<file path="config.mk">
export PLATFORM = sky130hd
export DESIGN_NAME = shift_op_sequencer
export DESIGN_NICKNAME = d
export VERILOG_FILES = /design/src/rtl/shseq_pkg.sv /design/src/rtl/shift_op_sequencer.sv
export SDC_FILE = /design/constraint.sdc
export NUM_CORES = 1
export LEC_CHECK = 0
export ABC_CLOCK_PERIOD_IN_PS = 4500
export BUFFER_PORTS_ARGS = -buffer_cell sky130_fd_sc_hd__buf_2
export CORE_MARGIN = 2
export CORE_UTILIZATION = 47
export CTS_CLUSTER_SIZE = 20
export DETAILED_ROUTE_END_ITERATION = 10
export PLACE_DENSITY = 0.89
export SLEW_MARGIN = 20
export SYNTH_ARGS = -nofsm -noshare
export SYNTH_HDL_FRONTEND = slang
export SYNTH_SLANG_ARGS = --single-unit
export TNS_END_PERCENT = 1
</file>
<file path="constraint.sdc">
create_clock -name clk -period 4.5 [get_ports clk]
set_input_delay 0.675 -clock clk [delete_from_list [all_inputs] [get_ports clk]]
set_output_delay 0.675 -clock clk [all_outputs]
set_load 0.02 [all_outputs]
</file>
<file path="src/rtl/shseq_pkg.sv">
// Shared types for the shift operand sequencer: FSM states,
// instruction class codes and register field positions.
package shseq_pkg;

  typedef enum logic [2:0] {
    IDLE,
    RD_RM,
    CAP_RM,
    RD_RS,
    CAP_RS,
    SHIFT,
    DONE
  } state_e;

  localparam logic [2:0] CLS_DP_REG = 3'b000;
  localparam logic [2:0] CLS_DP_IMM = 3'b001;
  localparam logic [2:0] CLS_BRANCH = 3'b101;

  localparam int RM_LSB       = 0;
  localparam int RS_LSB       = 8;
  localparam int REGSHIFT_BIT = 4;

endpackage

</file>
<file path="src/rtl/shift_op_sequencer.sv">
// Sequences one operand-2 through the external barrel shifter.
// Ports: instr valid/ready in, RF read port, sh_* to shifter,
// res_* valid/ready out. Optional SHSEQ_PC_OPERAND_EN adds
// pc_plus8 and substitutes it for R15 without an RF read.
module shift_op_sequencer
  import shseq_pkg::*;
#(
  parameter int RF_AW = 4,
  parameter int DW    = 32
) (
  input  logic             clk,
  input  logic             rst_n,
  input  logic             flush,
  input  logic             instr_valid,
  output logic             instr_ready,
  input  logic [31:0]      instr,
  input  logic             carry_in,
  output logic             rf_rd_en,
  output logic [RF_AW-1:0] rf_rd_addr,
  input  logic [DW-1:0]    rf_rd_data,
`ifdef SHSEQ_PC_OPERAND_EN
  input  logic [DW-1:0]    pc_plus8,
`endif
  output logic [31:0]      sh_ir,
  output logic [DW-1:0]    sh_rm,
  output logic [DW-1:0]    sh_rs,
  output logic             sh_carry_in,
  input  logic [DW-1:0]    sh_out,
  input  logic             sh_carry_out,
  output logic             res_valid,
  input  logic             res_ready,
  output logic [DW-1:0]    res_data,
  output logic             res_carry,
  output logic             res_bypass
);

  state_e          state_q, state_d;
  logic [31:0]     ir_q, ir_d;
  logic            c_q, c_d;
  logic [DW-1:0]   rm_q, rm_d;
  logic [DW-1:0]   rs_q, rs_d;
  logic [DW-1:0]   rdat_q, rdat_d;
  logic            rcar_q, rcar_d;
  logic            rbyp_q, rbyp_d;

  logic [RF_AW-1:0] rm_addr, rs_addr;
  logic             rm_pc, rs_pc;
  logic [DW-1:0]    rm_src, rs_src;

  assign rm_addr = RF_AW'(ir_q[RM_LSB +: 4]);
  assign rs_addr = RF_AW'(ir_q[RS_LSB +: 4]);

`ifdef SHSEQ_PC_OPERAND_EN
  // R15 comes from pc_plus8; the read slot is kept so
  // latency matches the RF path.
  assign rm_pc  = &ir_q[RM_LSB +: 4];
  assign rs_pc  = &ir_q[RS_LSB +: 4];
  assign rm_src = rm_pc ? pc_plus8 : rf_rd_data;
  assign rs_src = rs_pc ? pc_plus8 : rf_rd_data;
`else
  assign rm_pc  = 1'b0;
  assign rs_pc  = 1'b0;
  assign rm_src = rf_rd_data;
  assign rs_src = rf_rd_data;
`endif

  always_comb begin
    state_d     = state_q;
    ir_d        = ir_q;
    c_d         = c_q;
    rm_d        = rm_q;
    rs_d        = rs_q;
    rdat_d      = rdat_q;
    rcar_d      = rcar_q;
    rbyp_d      = rbyp_q;
    instr_ready = 1'b0;
    rf_rd_en    = 1'b0;
    rf_rd_addr  = '0;
    res_valid   = 1'b0;
    unique case (state_q)
      IDLE: begin
        instr_ready = 1'b1;
        if (instr_valid && !flush) begin
          ir_d = instr;
          c_d  = carry_in;
          rm_d = '0;
          rs_d = '0;
          unique case (1'b1)
            instr[27:25] == CLS_DP_REG:
              state_d = RD_RM;
            instr[27:25] == CLS_DP_IMM:
              state_d = SHIFT;
            default: begin
              state_d = DONE;
              rdat_d  = '0;
              rcar_d  = carry_in;
              rbyp_d  = 1'b1;
            end
          endcase
        end
      end
      RD_RM: begin
        rf_rd_en   = !rm_pc;
        rf_rd_addr = rm_addr;
        state_d    = ir_q[REGSHIFT_BIT] ? RD_RS : CAP_RM;
      end
      CAP_RM: begin
        rm_d    = rm_src;
        rs_d    = '0;
        state_d = SHIFT;
      end
      // Rm data returns here while Rs is requested.
      RD_RS: begin
        rm_d       = rm_src;
        rf_rd_en   = !rs_pc;
        rf_rd_addr = rs_addr;
        state_d    = CAP_RS;
      end
      CAP_RS: begin
        rs_d    = rs_src;
        state_d = SHIFT;
      end
      SHIFT: begin
        rdat_d  = sh_out;
        rcar_d  = sh_carry_out;
        rbyp_d  = 1'b0;
        state_d = DONE;
      end
      DONE: begin
        res_valid = 1'b1;
        if (res_ready) state_d = IDLE;
      end
      default: state_d = IDLE;
    endcase
    if (flush) begin
      state_d = IDLE;
      rdat_d  = '0;
      rcar_d  = 1'b0;
      rbyp_d  = 1'b0;
    end
  end

  always_ff @(posedge clk or negedge rst_n) begin
    if (!rst_n) begin
      state_q <= IDLE;
      ir_q    <= '0;
      c_q     <= 1'b0;
      rm_q    <= '0;
      rs_q    <= '0;
      rdat_q  <= '0;
      rcar_q  <= 1'b0;
      rbyp_q  <= 1'b0;
    end else begin
      state_q <= state_d;
      ir_q    <= ir_d;
      c_q     <= c_d;
      rm_q    <= rm_d;
      rs_q    <= rs_d;
      rdat_q  <= rdat_d;
      rcar_q  <= rcar_d;
      rbyp_q  <= rbyp_d;
    end
  end

  assign sh_ir       = ir_q;
  assign sh_rm       = rm_q;
  assign sh_rs       = rs_q;
  assign sh_carry_in = c_q;
  assign res_data    = rdat_q;
  assign res_carry   = rcar_q;
  assign res_bypass  = rbyp_q;

endmodule

</file>
Word-level counts from Yosys, hierarchy flattened
Index checks and enable logic that the tools add are counted.
{"block": "op_classes", "addsub": 0, "multipliers": 0, "div_mod_pow": 0, "order_cmp": 0, "n_eq_ne": 11, "shifts": 0, "n_mux": 25, "bitwise": 0, "reduce_logical": 16}
{"op": "$mux 32", "n": 4}
{"op": "$pmux 32 s2", "n": 2}
{"op": "$pmux 32 s3", "n": 1}
{"op": "$pmux 3 s6", "n": 1}
{"op": "$mux 1", "n": 10}
{"op": "$eq 3x3->1 const B", "n": 3}
{"op": "$mux 3", "n": 3}
{"op": "$ne 3x3->1 const B", "n": 3}
{"op": "$pmux 4 s2", "n": 1}
{"op": "$reduce_and 2->1", "n": 4}
{"op": "$reduce_or 2->1", "n": 4}
{"op": "$eq 3x1->1 const B", "n": 2}
{"op": "$eq 3x2->1 const B", "n": 2}
{"op": "$logic_not 3->1", "n": 2}
{"op": "$pmux 3 s2", "n": 1}
{"op": "$reduce_bool 3->1", "n": 2}
{"op": "$pmux 1 s2", "n": 2}
{"op": "$reduce_and 3->1", "n": 1}
{"op": "$ne 2x2->1 const B", "n": 1}
{"op": "$reduce_bool 2->1", "n": 1}
{"op": "$logic_and 1x1->1", "n": 1}
{"op": "$logic_not 1->1", "n": 1}
{"block": "word_totals", "ff_bits": 134, "latch_bits": 0, "ram_bits": 0, "mem_bits_ro": 0, "output_inout_bits": 138, "n_memories": 0}

Logic depth before layout (Yosys ltp)
Gate-level depths: netlist of the first run.
{"block": "depth", "word_depth": 6, "mapped_depth": 7}

Worst setup path before layout of the first run
OpenSTA, ideal clock, no wires.
{"block": "synth_path", "kind": "reg2reg", "from": "register state_q[2]", "to": "register rm_q[0], in the netlist sh_rm[0]", "arrival_time_ns": 1.745, "setup_slack_ns": 2.676, "path_stages_with_launch": 6, "n_path_buf": 2, "synth_period_minus_slack_ns": 1.824, "path_cell_list": "dfrtp_1 > buf_2 > nor3_4 > mux2i_2 > buf_6 > mux2i_1"}
{"block": "synth_via", "elab_chain_cells": 4, "elab_cells_between_ends": 8}
{"item": "start, declared", "line_no": "shift_op_sequencer.sv:37", "rtl": "state_e state_q, state_d;"}
{"item": "start signal, assigned", "line_no": "shift_op_sequencer.sv:154", "rtl": "state_q <= state_d;"}
{"item": "$eq 3x2->1", "line_no": "shift_op_sequencer.sv:80", "rtl": "unique case (state_q)"}
{"item": "$reduce_or 2->1 (no line)"}
{"item": "$reduce_bool 2->1 (no line)"}
{"item": "$reduce_and 2->1 (no line)"}
{"item": "end signal, assigned", "line_no": "shift_op_sequencer.sv:157", "rtl": "rm_q <= rm_d;"}
{"item": "end, declared", "line_no": "shift_op_sequencer.sv:40", "rtl": "logic [DW-1:0] rm_q, rm_d;"}
Parallel ways exist; a longest one is shown, timed or not.
A chain may end at the register's enable or synchronous reset.

Worst setup path in the final report of the first run
{"block": "layout_path", "from": "register state_q[1]", "to": "output port instr_ready"}
{"block": "layout_via", "elab_chain_cells": 2}
{"item": "$logic_not 3->1", "line_no": "shift_op_sequencer.sv:80"}
{"item": "$mux 1", "line_no": "shift_op_sequencer.sv:80"}
{"item": "end, declared", "line_no": "shift_op_sequencer.sv:15", "rtl": "output logic instr_ready,"}
No other way between the ends.

==> key figures, run 1 <==
Run
  – Max cap viols: 0

Place
  – Routability cong.: 0.842
  – Port bufs: 240
  – Pre-CTS worst setup slack: roughly 2.0 ns
  – Placed Cells: 762
  – DP HPWL: 9570 um

Detailed routing
  – # DRC: 0
  – DRT Pass-1 Iters: 4
  – Vias post-DR: 4138
  – Number of routed nets with antenna violations: 0
  – WL/cell: 17.4 um
  – Drt first-iter violations: 316
  – Via density: roughly 5.2
  – Final wirelength: 13800 um

CTS
  – CTS clock-pin slew for the worst setup and hold paths: 0.05 ns
  – Post-CTS Resized: 0
  – Cts hold-fix bufs: 0
  – CTS Sinks: 134
  – CTS Buf Count: 17
  – Clock Path Buffers: 2
  – # Post-CTS Setup Buffers: 0
  – H-tree level count: 4
  – Clock root buffer: clkbuf_16
  – TritonCTS clock tree: built
  – Worst-skew pair later-pin latency: about 0.41 ns

Synth
  – Post-Syn Area: 5330 um^2
  – Yosys warnings: 0
  – Sequential share of the synthesized area: 62.9%
  – Post-synth cell types: 31
  – Syn Area/Cell: roughly 13 um^2
  – Gate count of the mapped netlist: 402
  – Syn_nets: 507
  – Seq cells post-synth: 134

Layout
  – ANT cells: 0
  – Layout Cells excl Fill: around 800
  – Share of cells above drive strength 1: 48.4%
  – Area delta synth->final: 37.2%
  – Final nets: 747

STA
  – Final setup margin: approximately 1.9 ns
  – Endpoints failing hold: 0
  – Fin crit period: 2.58 ns
  – Fin crit share: 57.4%
  – Clock skew: 0.00700 ns
  – Max Slew Vio Count: 0
  – Setup TNS: 0 ns
  – Fmax: 0.387 GHz
  – Max-slew headroom: 45.6%
  – Worst-Margin Slew: 0.816 ns
  – RSZ-0062 raised after global routing: false
  – Final setup viols: 0

Setup path
  – CP Data Arrival Time: between 1.5 and 2 ns
  – Reg-to-Reg Start: state_q[1]
  – Cell Chain, Critical Path: nor3_4, buf_2
  – CP delay by family, top: flip-flops
  – WS Path Type: reg2out
  – FF-to-FF End: sh_rm[28]
  – Slowest cell delay on critical path: approximately 0.66 ns
  – CP max FO: 18
  – WP data required: about 3.8 ns
  – Startpoint types: register
  – Flop2flop setup slack: 2.04 ns
  – CP max-delay cell: dfrtp_1
  – R2R depth: 4
  – Buffers and inverters on the worst path: 1
  – Crit end category: primary output

Power and ir drop
  – Clk pwr share: 26.3%
  – VDD IR-drop max: roughly 0.00048 V
  – Pwr/cell area: 775 nW/um^2
  – P_leak: 4.03 nW
  – Pint: 3.52 mW
  – Switching fraction of total power: 38.0%
  – Comb pwr share: 38.6%
  – Sw Pwr: 2.15 mW
  – Seq pwr share: 35.0%

Floorplan
  – Initial Util: 48.7%
  – Die X-Extent: 110 um
  – Num rows: 38
  – Die area: 12200 um^2
  – Top Ports: between 200 and 250
  – Core area: 10900 um^2
  – Die Height: 110 um

GRT
  – First-pass GRT wire length: approximately 23000 um
  – Initial antenna violation count: 1
  – Pin count of the biggest net entering global routing: 94
  – Total GRT Usage: 23.2%
  – Vias in the first global route: 4441
  – GRT Residual Overflow: 0

Run status
  – Outcome: finished clean

Min path
  – Path category of the worst min-delay check: in2async
[area by class of cell]
type,count,area (um^2)
clock buffers,25,505
clock inverters,7,140
fillers,789,3620
inverters,34,128
multi-input cells,209,1760
flip-flops and latches,134,3350
well taps,140,175
repair buffers,246,1260
[worst max path at each step]
stage	start	to	slack, ns	cells past startpoint
4_1_cts	state_q[1]	instr_ready	1.87	2
3_5_place_dp	state_q[1]	res_data[8]	1.96	3
6_report	state_q[1]	instr_ready	1.92	2
2_1_floorplan	state_q[2]	sh_rm[0]	2.68	5
5_1_grt	state_q[1]	instr_ready	1.81	2
3_3_place_gp	state_q[1]	res_data[13]	2.06	3
[per-layer routing]
| layer | share of wire, % | global-route usage (%) |
|---|---|---|
| met4 | 1.5 | 8.92 |
| met3 | 8.0 | 8.67 |
| met2 | 50 | 39.5 |
| met5 | 0 | 0 |
| met1 | 40 | 26.7 |
[power groups by stage]
| stage | Clock (mW) | Sequential, mW | Combinational (mW) |
|---|---|---|---|
| after floorplan | 0 | 2.50 | 0.871 |
| after global routing | 1.58 | 2.04 | 2.34 |
| after global placement | 0 | 1.95 | 2.14 |
| final | 1.49 | 1.98 | 2.19 |
| after CTS | 1.52 | 1.98 | 2.21 |
| after detailed placement | 0 | 1.99 | 2.19 |
[kinds of logic (layout without fill, tap and decap cells)]
logic type / after synthesis / after routing / share of synthesized area [%]
flip-flops: 134 / 134 / 62.9
AO/OA/AOI/OAI: 78 / 78 / 12.4
AND/OR/NAND/NOR: 59 / 59 / 5.38
multiplexers: 70 / 70 / 14.0
adder cells (fa/ha/maj): 2 / 2 / 0.470
buffers and inverters: 59 / 312 / 4.84
[layout by cell type, fill, tap and decap left out, drive strengths merged, types with 5 or more instances in the layout]
master | synthesis | layout
nor2 | 9 | 9
buf | 14 | 246
mux2 | 33 | 33
a22o | 64 | 64
clkbuf | 11 | 25
nand2 | 34 | 34
a21oi | 5 | 5
inv | 34 | 34
mux2i | 37 | 37
dfrtp | 134 | 134
[state kept, by name, indices dropped and copies added (netlist names)]
| register | count |
|---|---|
| state_q | 3 |
| sh_rm | 32 |
| res_data | 32 |
| sh_carry_in | 1 |
| sh_ir | 32 |
| sh_rs | 32 |
| res_carry | 1 |
| res_bypass | 1 |
[worst register-to-register path, cell delays in order, from the launching register on]
cell	delay, ns
dfrtp_1	0.66
nor3_4	0.57
mux2i_4	0.30
buf_4	0.50
mux2i_1	0.34
[synthesized netlist by cell type]
| cell type | n | share of area, % |
|---|---|---|
| nor3_4 | 1 | 0.31 |
| nand3_1 | 1 | 0.094 |
| nor4_1 | 2 | 0.23 |
| a211oi_2 | 1 | 0.23 |
| a22o_1 | 64 | 11 |
| o31ai_2 | 1 | 0.23 |
| o31ai_1 | 1 | 0.14 |
| dfrtp_1 | 134 | 63 |
| mux2_2 | 33 | 7.0 |
| and4bb_2 | 1 | 0.23 |
| mux2i_1 | 36 | 6.8 |
| inv_1 | 34 | 2.4 |
| o21a_1 | 1 | 0.14 |
| and2_1 | 1 | 0.12 |
| nor3_1 | 2 | 0.19 |
| buf_2 | 11 | 1.0 |
| nor2_1 | 9 | 0.63 |
| or4_1 | 1 | 0.14 |
| nand3b_1 | 1 | 0.14 |
| nor2b_1 | 3 | 0.35 |
| buf_6 | 3 | 0.63 |
| ha_1 | 2 | 0.47 |
| and3b_1 | 3 | 0.49 |
| o21ai_0 | 2 | 0.19 |
| clkbuf_1 | 11 | 0.77 |
| o21ba_2 | 1 | 0.19 |
| nand2_1 | 33 | 2.3 |
| mux2i_2 | 1 | 0.26 |
| nand2_2 | 1 | 0.12 |
| a21oi_1 | 5 | 0.47 |
| a211oi_1 | 2 | 0.28 |
[metrics by stage]
stage	hold slack, ns	area, um^2	power, mW	util (%)
final	0.315	7310	5.67	66.9
after CTS	0.347	7300	5.72	66.7
after global routing	0.395	7310	5.95	66.9
after floorplan	0.379	5330	3.37	-
after global placement	0.477	6650	4.09	60.8
after detailed placement	0.484	6650	4.18	60.8
No activity file was read; power rests on OpenSTA's default activity.
==> inputs of run 2 (changes only) <==
--- a/config.mk
+++ b/config.mk
@@ -5,7 +5,7 @@
 export SDC_FILE = /design/constraint.sdc
 export NUM_CORES = 1
 export LEC_CHECK = 0
-export ABC_CLOCK_PERIOD_IN_PS = 4500
+export ABC_CLOCK_PERIOD_IN_PS = 2500
 export BUFFER_PORTS_ARGS = -buffer_cell sky130_fd_sc_hd__buf_2
 export CORE_MARGIN = 2
 export CORE_UTILIZATION = 47
==> constraint.sdc (replaced) <==
create_clock -name clk -period 2.5 [get_ports clk]
set_input_delay 0.375 -clock clk [delete_from_list [all_inputs] [get_ports clk]]
set_output_delay 0.375 -clock clk [all_outputs]
set_load 0.02 [all_outputs]
==> run 2 against run 1 <==
  * Clock power up 72%
  * Critical endpoint is now rf_rd_addr[1]
  * Hold slack got worse by 0.31 ns
  * Highest routed layer unchanged
  * Combinational power grew 83%
  * Largest cell class unchanged
==> key figures, run 2 (synthesis results as in run 1) <==
Power and ir drop
  – VDD IR-drop max: 0.000854 V
  – Total power: 10.1 mW
  – Pint: just over 6 mW
  – P_leak: ~4 nW
  – Clk pwr share: 25.3%
  – Seq pwr share: 35.1%
  – Pwr/cell area: approximately 1400 nW/um^2
  – Switching fraction of total power: 38.3%
  – Comb pwr share: between 30% and 40%
  – Sw Pwr: 3.87 mW

STA
  – Max-slew headroom: 48.5%
  – Final setup viols: 0
  – Worst-Margin Slew: 0.772 ns
  – Clock skew: 0.00602 ns
  – Fin crit share: 84.4%
  – Fmax: 0.474 GHz
  – Max Slew Vio Count: 0
  – Fin crit period: 2.11 ns
  – RSZ-0062 raised after global routing: false
  – Setup TNS: 0 ns
  – Endpoints failing hold: 0

Detailed routing
  – Via density: 5.28
  – WL/cell: between 15 and 20 um
  – # DRC: 0
  – DRT Pass-1 Iters: 4
  – Vias post-DR: 4220
  – Number of routed nets with antenna violations: 0
  – Drt first-iter violations: about 280
  – Final wirelength: between 10000 and 15000 um

Layout
  – Layout Cells excl Fill: 800
  – ANT cells: 0
  – Commonest non-fill, non-tap cell in the layout: buf_2
  – Final Instance Area: 7330 um^2
  – Final nets: 752
  – Most frequent cells in the layout: buf_2 (239), dfrtp_1 (134), a22o_1 (64)
  – Number of fill cells: 799
  – Area delta synth->final: 37.6%
  – Share of cells above drive strength 1: 48.8%

Min path
  – Path category of the worst min-delay check: in2async

Setup path
  – CP max FO: 11
  – WP data required: between 2 and 2.5 ns
  – CP Data Arrival Time: around 1.7 ns
  – Crit end category: primary output
  – Startpoint types: register
  – WS Path Type: reg2out

Floorplan
  – Die X-Extent: 110 um
  – Num rows: 38
  – Die Height: 110 um
  – Die area: 12200 um^2
  – Top Ports: 241
  – Initial Util: 48.7%
  – Core area: 10900 um^2

Place
  – DP Area: 6720 um^2
  – Placed Cells: ~770
  – DP HPWL: 9870 um
  – Routability cong.: slightly above 0.9
  – Port bufs: 240

CTS
  – H-tree level count: 4
  – Clock Path Buffers: 2
  – CTS Sinks: 134
  – TritonCTS clock tree: built
  – Worst-skew pair later-pin latency: a little over 0.4 ns
  – Cts hold-fix bufs: 0
  – CTS clock-pin slew for the worst setup and hold paths: approximately 0.060 ns
  – Clock root buffer: clkbuf_16
  – CTS Buf Count: 17
  – # Post-CTS Setup Buffers: 0
  – Post-CTS Resized: 0

GRT
  – Initial antenna violation count: 0
  – First-pass GRT wire length: 22500 um
  – Pin count of the biggest net entering global routing: 85
  – GRT Residual Overflow: 0
  – Total GRT Usage: 23.1%
  – Vias in the first global route: 4437

Run
  – Max cap viols: 0

Run status
  – Outcome: finished clean
run 2: cell count changes in the layout (fill, tap and decap cells not counted):
cell	delta
clkinv_2	+2
buf_6	-1
nor2_4	-1
buf_4	+4
bufinv_16	-1
nor2_2	+1
buf_12	+2
clkbuf_8	-1
run 2: worst max-delay path: stages (launching register included):
cell and delay, ns:
dfrtp_1 0.52, inv_1 0.22, nand2_1 0.19, nor2_1 0.19, buf_2 0.20
run 2: routing by layer:
| metal | track usage (%) | share of wire (%) | vias up | routed length [um] |
|---|---|---|---|---|
| met5 | 0 | 0 | - | 0 |
| met4 | 8.58 | 2.0 | 0 | 284 |
| met3 | 7.08 | 8.0 | 28 | 1110 |
| met2 | 39.0 | 50 | 219 | 6940 |
| met1 | 27.9 | 40 | 2072 | 5650 |
| li1 | - | - | 1901 | - |
run 2: worst paths after layout:
check	startpoint	endpoint	slack, ns	cells past startpoint
min reg2reg	sh_rs[1]	sh_rs[1]	0.50	1
max reg2reg	state_q[0]	sh_rm[28]	0.54	4
max	state_q[2]	rf_rd_addr[1]	0.39	4
max in group asynchronous	rst_n	sh_ir[25]	1.76	2
min in group clk	sh_out[22]	res_data[22]	0.18	2
min	rst_n	sh_rs[21]	0.005	1
run 2: cell type report:
class                   count  area (um^2)  share of cell area (%)
clock buffers              24          492                    6.71
clock inverters             8          120                    1.64
inverters                  34          128                    1.74
multi-input cells         209         1750                    23.9
flip-flops and latches    134         3350                    45.7
well taps                 140          175                    2.39
repair buffers            251         1320                    17.9
run 2: through the flow:
step           hold WS (ns)  worst slack (ns)  utilization (%)
3_3_place_gp          0.464             0.670             61.5
2_1_floorplan        0.0794             0.676                -
5_1_grt              0.0789             0.287             67.1
4_1_cts              0.0426             0.401             67.1
6_report            0.00533             0.391             67.1
3_5_place_dp          0.477             0.531             61.5
run 2: power by group through the flow:
stage	combinational [mW]	clock [mW]	sequential (mW)
after floorplan	1.57	0	4.50
after global placement	3.90	0	3.49
after detailed placement	4.02	0	3.55
after CTS	4.05	2.59	3.53
after global routing	4.27	2.67	3.63
final	4.00	2.56	3.54
==> inputs of run 3 (changes only) <==
--- a/config.mk
+++ b/config.mk
@@ -5,13 +5,13 @@
 export SDC_FILE = /design/constraint.sdc
 export NUM_CORES = 1
 export LEC_CHECK = 0
-export ABC_CLOCK_PERIOD_IN_PS = 2500
+export ABC_CLOCK_PERIOD_IN_PS = 1900
 export BUFFER_PORTS_ARGS = -buffer_cell sky130_fd_sc_hd__buf_2
 export CORE_MARGIN = 2
-export CORE_UTILIZATION = 47
+export CORE_UTILIZATION = 42
 export CTS_CLUSTER_SIZE = 20
 export DETAILED_ROUTE_END_ITERATION = 10
-export PLACE_DENSITY = 0.89
+export PLACE_DENSITY = 0.85
 export SLEW_MARGIN = 20
 export SYNTH_ARGS = -nofsm -noshare
 export SYNTH_HDL_FRONTEND = slang
==> constraint.sdc (replaced) <==
create_clock -name clk -period 1.9 [get_ports clk]
set_input_delay 0.285 -clock clk [delete_from_list [all_inputs] [get_ports clk]]
set_output_delay 0.285 -clock clk [all_outputs]
set_load 0.02 [all_outputs]
==> run 3 against run 2 <==
  * Sequential power up 30%
  * Count of clock-buffer cells in the layout is 3 lower
  * Clock power increased by 26%
  * Design area is 1.1% higher
  * Sequential share of layout area is 0.48 points lower
  * Largest power group unchanged
==> key figures, run 3 (synthesis results as in run 1) <==
STA
  – Fmax: 0.556 GHz
  – Fin Hold WS: 0.0952 ns
  – Fin crit period: 1.80 ns
  – Max-slew headroom: 53.4%
  – Fin crit share: a little over nine tenths
  – RSZ-0062 raised after global routing: false
  – Worst-Margin Slew: 0.697 ns
  – Endpoints failing hold: 0
  – Max Slew Vio Count: 0
  – Final setup viols: 0
  – Clock skew: 0.00614 ns

Layout
  – Area delta synth->final: 39.1%
  – Most frequent cells in the layout: buf_2 (239), dfrtp_1 (133), a22o_1 (64)
  – Seq. cell area: 3350 um^2
  – Final core occ: 59.2%
  – Number of fill cells: 1030
  – Share of cells above drive strength 1: 49.4%
  – Commonest non-fill, non-tap cell in the layout: buf_2
  – Multi-input gate area: 1760 um^2
  – Final nets: ~760
  – Layout Cells excl Fill: approximately 830
  – ANT cells: 0
  – Final Instance Area: 7410 um^2

Detailed routing
  – DRT Pass-1 Iters: 4
  – Vias post-DR: 4166
  – Number of routed nets with antenna violations: 0
  – Via density: around 5
  – Drt first-iter violations: 230
  – Final wirelength: 13200 um
  – WL/cell: 15.8 um
  – # DRC: 0

Setup path
  – WS Path Type: reg2out
  – CP Data Arrival Time: approximately 1.5 ns
  – WP data required: about 1.6 ns
  – Crit end category: primary output
  – Startpoint types: register
  – CP max FO: 6

CTS
  – # Post-CTS Setup Buffers: 0
  – TritonCTS clock tree: built
  – CTS Sinks: 134
  – CTS Buf Count: 17
  – CTS clock-pin slew for the worst setup and hold paths: 0.06 ns
  – Worst-skew pair later-pin latency: 0.41 ns
  – H-tree level count: 4
  – Clock root buffer: clkbuf_16
  – Clock Path Buffers: 2

Floorplan
  – Initial Util: 42.6%
  – Die Height: roughly 120 um
  – Core area: 12500 um^2
  – Num rows: 41
  – Die area: 13600 um^2
  – Top Ports: between 200 and 250
  – Die X-Extent: 117 um

GRT
  – GRT Residual Overflow: 0
  – First-pass GRT wire length: roughly 20000 um
  – Pin count of the biggest net entering global routing: 76
  – Initial antenna violation count: 0
  – Total GRT Usage: 19.5%
  – Vias in the first global route: about 4200

Place
  – Placed Cells: between 800 and 900
  – DP HPWL: ~9500 um
  – Routability cong.: 0.759
  – Port bufs: 240
  – DP Area: 6800 um^2

Min path
  – Path category of the worst min-delay check: in2reg

Run
  – Max cap viols: 0

Power and ir drop
  – Total power: 13.2 mW
  – P_leak: slightly above 4 nW
  – VDD IR-drop max: 0.00111 V
  – Pwr/cell area: between 1500 and 2000 nW/um^2

Run status
  – Outcome: finished clean
-- run 3: cell types whose count changed in the layout (fill, tap and decap cells not counted), moves of 2 or more --
cell | before | now
clkinv_2 | 3 | 6
clkbuf_8 | 4 | 2
clkinvlp_4 | 2 | 0
buf_12 | 2 | 4
-- run 3: layout make-up --
type	count	share of cell area, %
repair buffers	254	18.5
inverters	34	1.72
flip-flops and latches	134	45.2
clock buffers	21	6.21
well taps	172	2.90
clock inverters	10	1.74
multi-input cells	209	23.7
-- run 3: worst paths after layout --
path,startpoint,end,slack (ns),cells past startpoint
worst max-delay path,state_q[0],instr_ready,0.1,3
worst min register to register,sh_ir[26],sh_ir[26],0.50,1
worst min-delay path,sh_out[27],res_data[27],0.1,2
max in group asynchronous,rst_n,state_q[1],1.11,3
min in group asynchronous,rst_n,sh_rs[10],0.43,3
worst max register to register,state_q[1],res_data[17],0.22,5
-- run 3: critical path: stages, from the launching register on --
cell,delay [ns]
dfrtp_1,0.42
nor3_4,0.30
buf_4,0.21
buf_2,0.18
-- run 3: per-stage QoR --
stage	setup WS [ns]	setup TNS [ns]
6_report	0.0999	0
5_1_grt	0.0113	0
4_1_cts	0.0328	0
3_5_place_dp	-0.0362	-0.386
3_3_place_gp	0.151	0
2_1_floorplan	0.0756	0
-- run 3: report_power, final --
group / switching, mW / total, mW / internal (mW)
Combinational: 3.27 / 5.37 / 2.10
Clock: 1.12 / 3.23 / 2.11
Sequential: 0.640 / 4.60 / 3.96
-- run 3: routing by layer --
layer / share of wire (%) / GRT usage (%) / vias up
li1: - / - / 1906
met1: 40 / 23.1 / 2059
met2: 51 / 33.7 / 183
met3: 7.4 / 6.07 / 18
met4: 1.3 / 6.82 / 0
met5: 0 / 0 / -
-- run 3: timing repair --
item                       4_1_cts  5_1_grt
hold endpoints to repair       134        0
setup endpoints to repair       33        4
hold buffers                     1        0
resized for setup                2        3
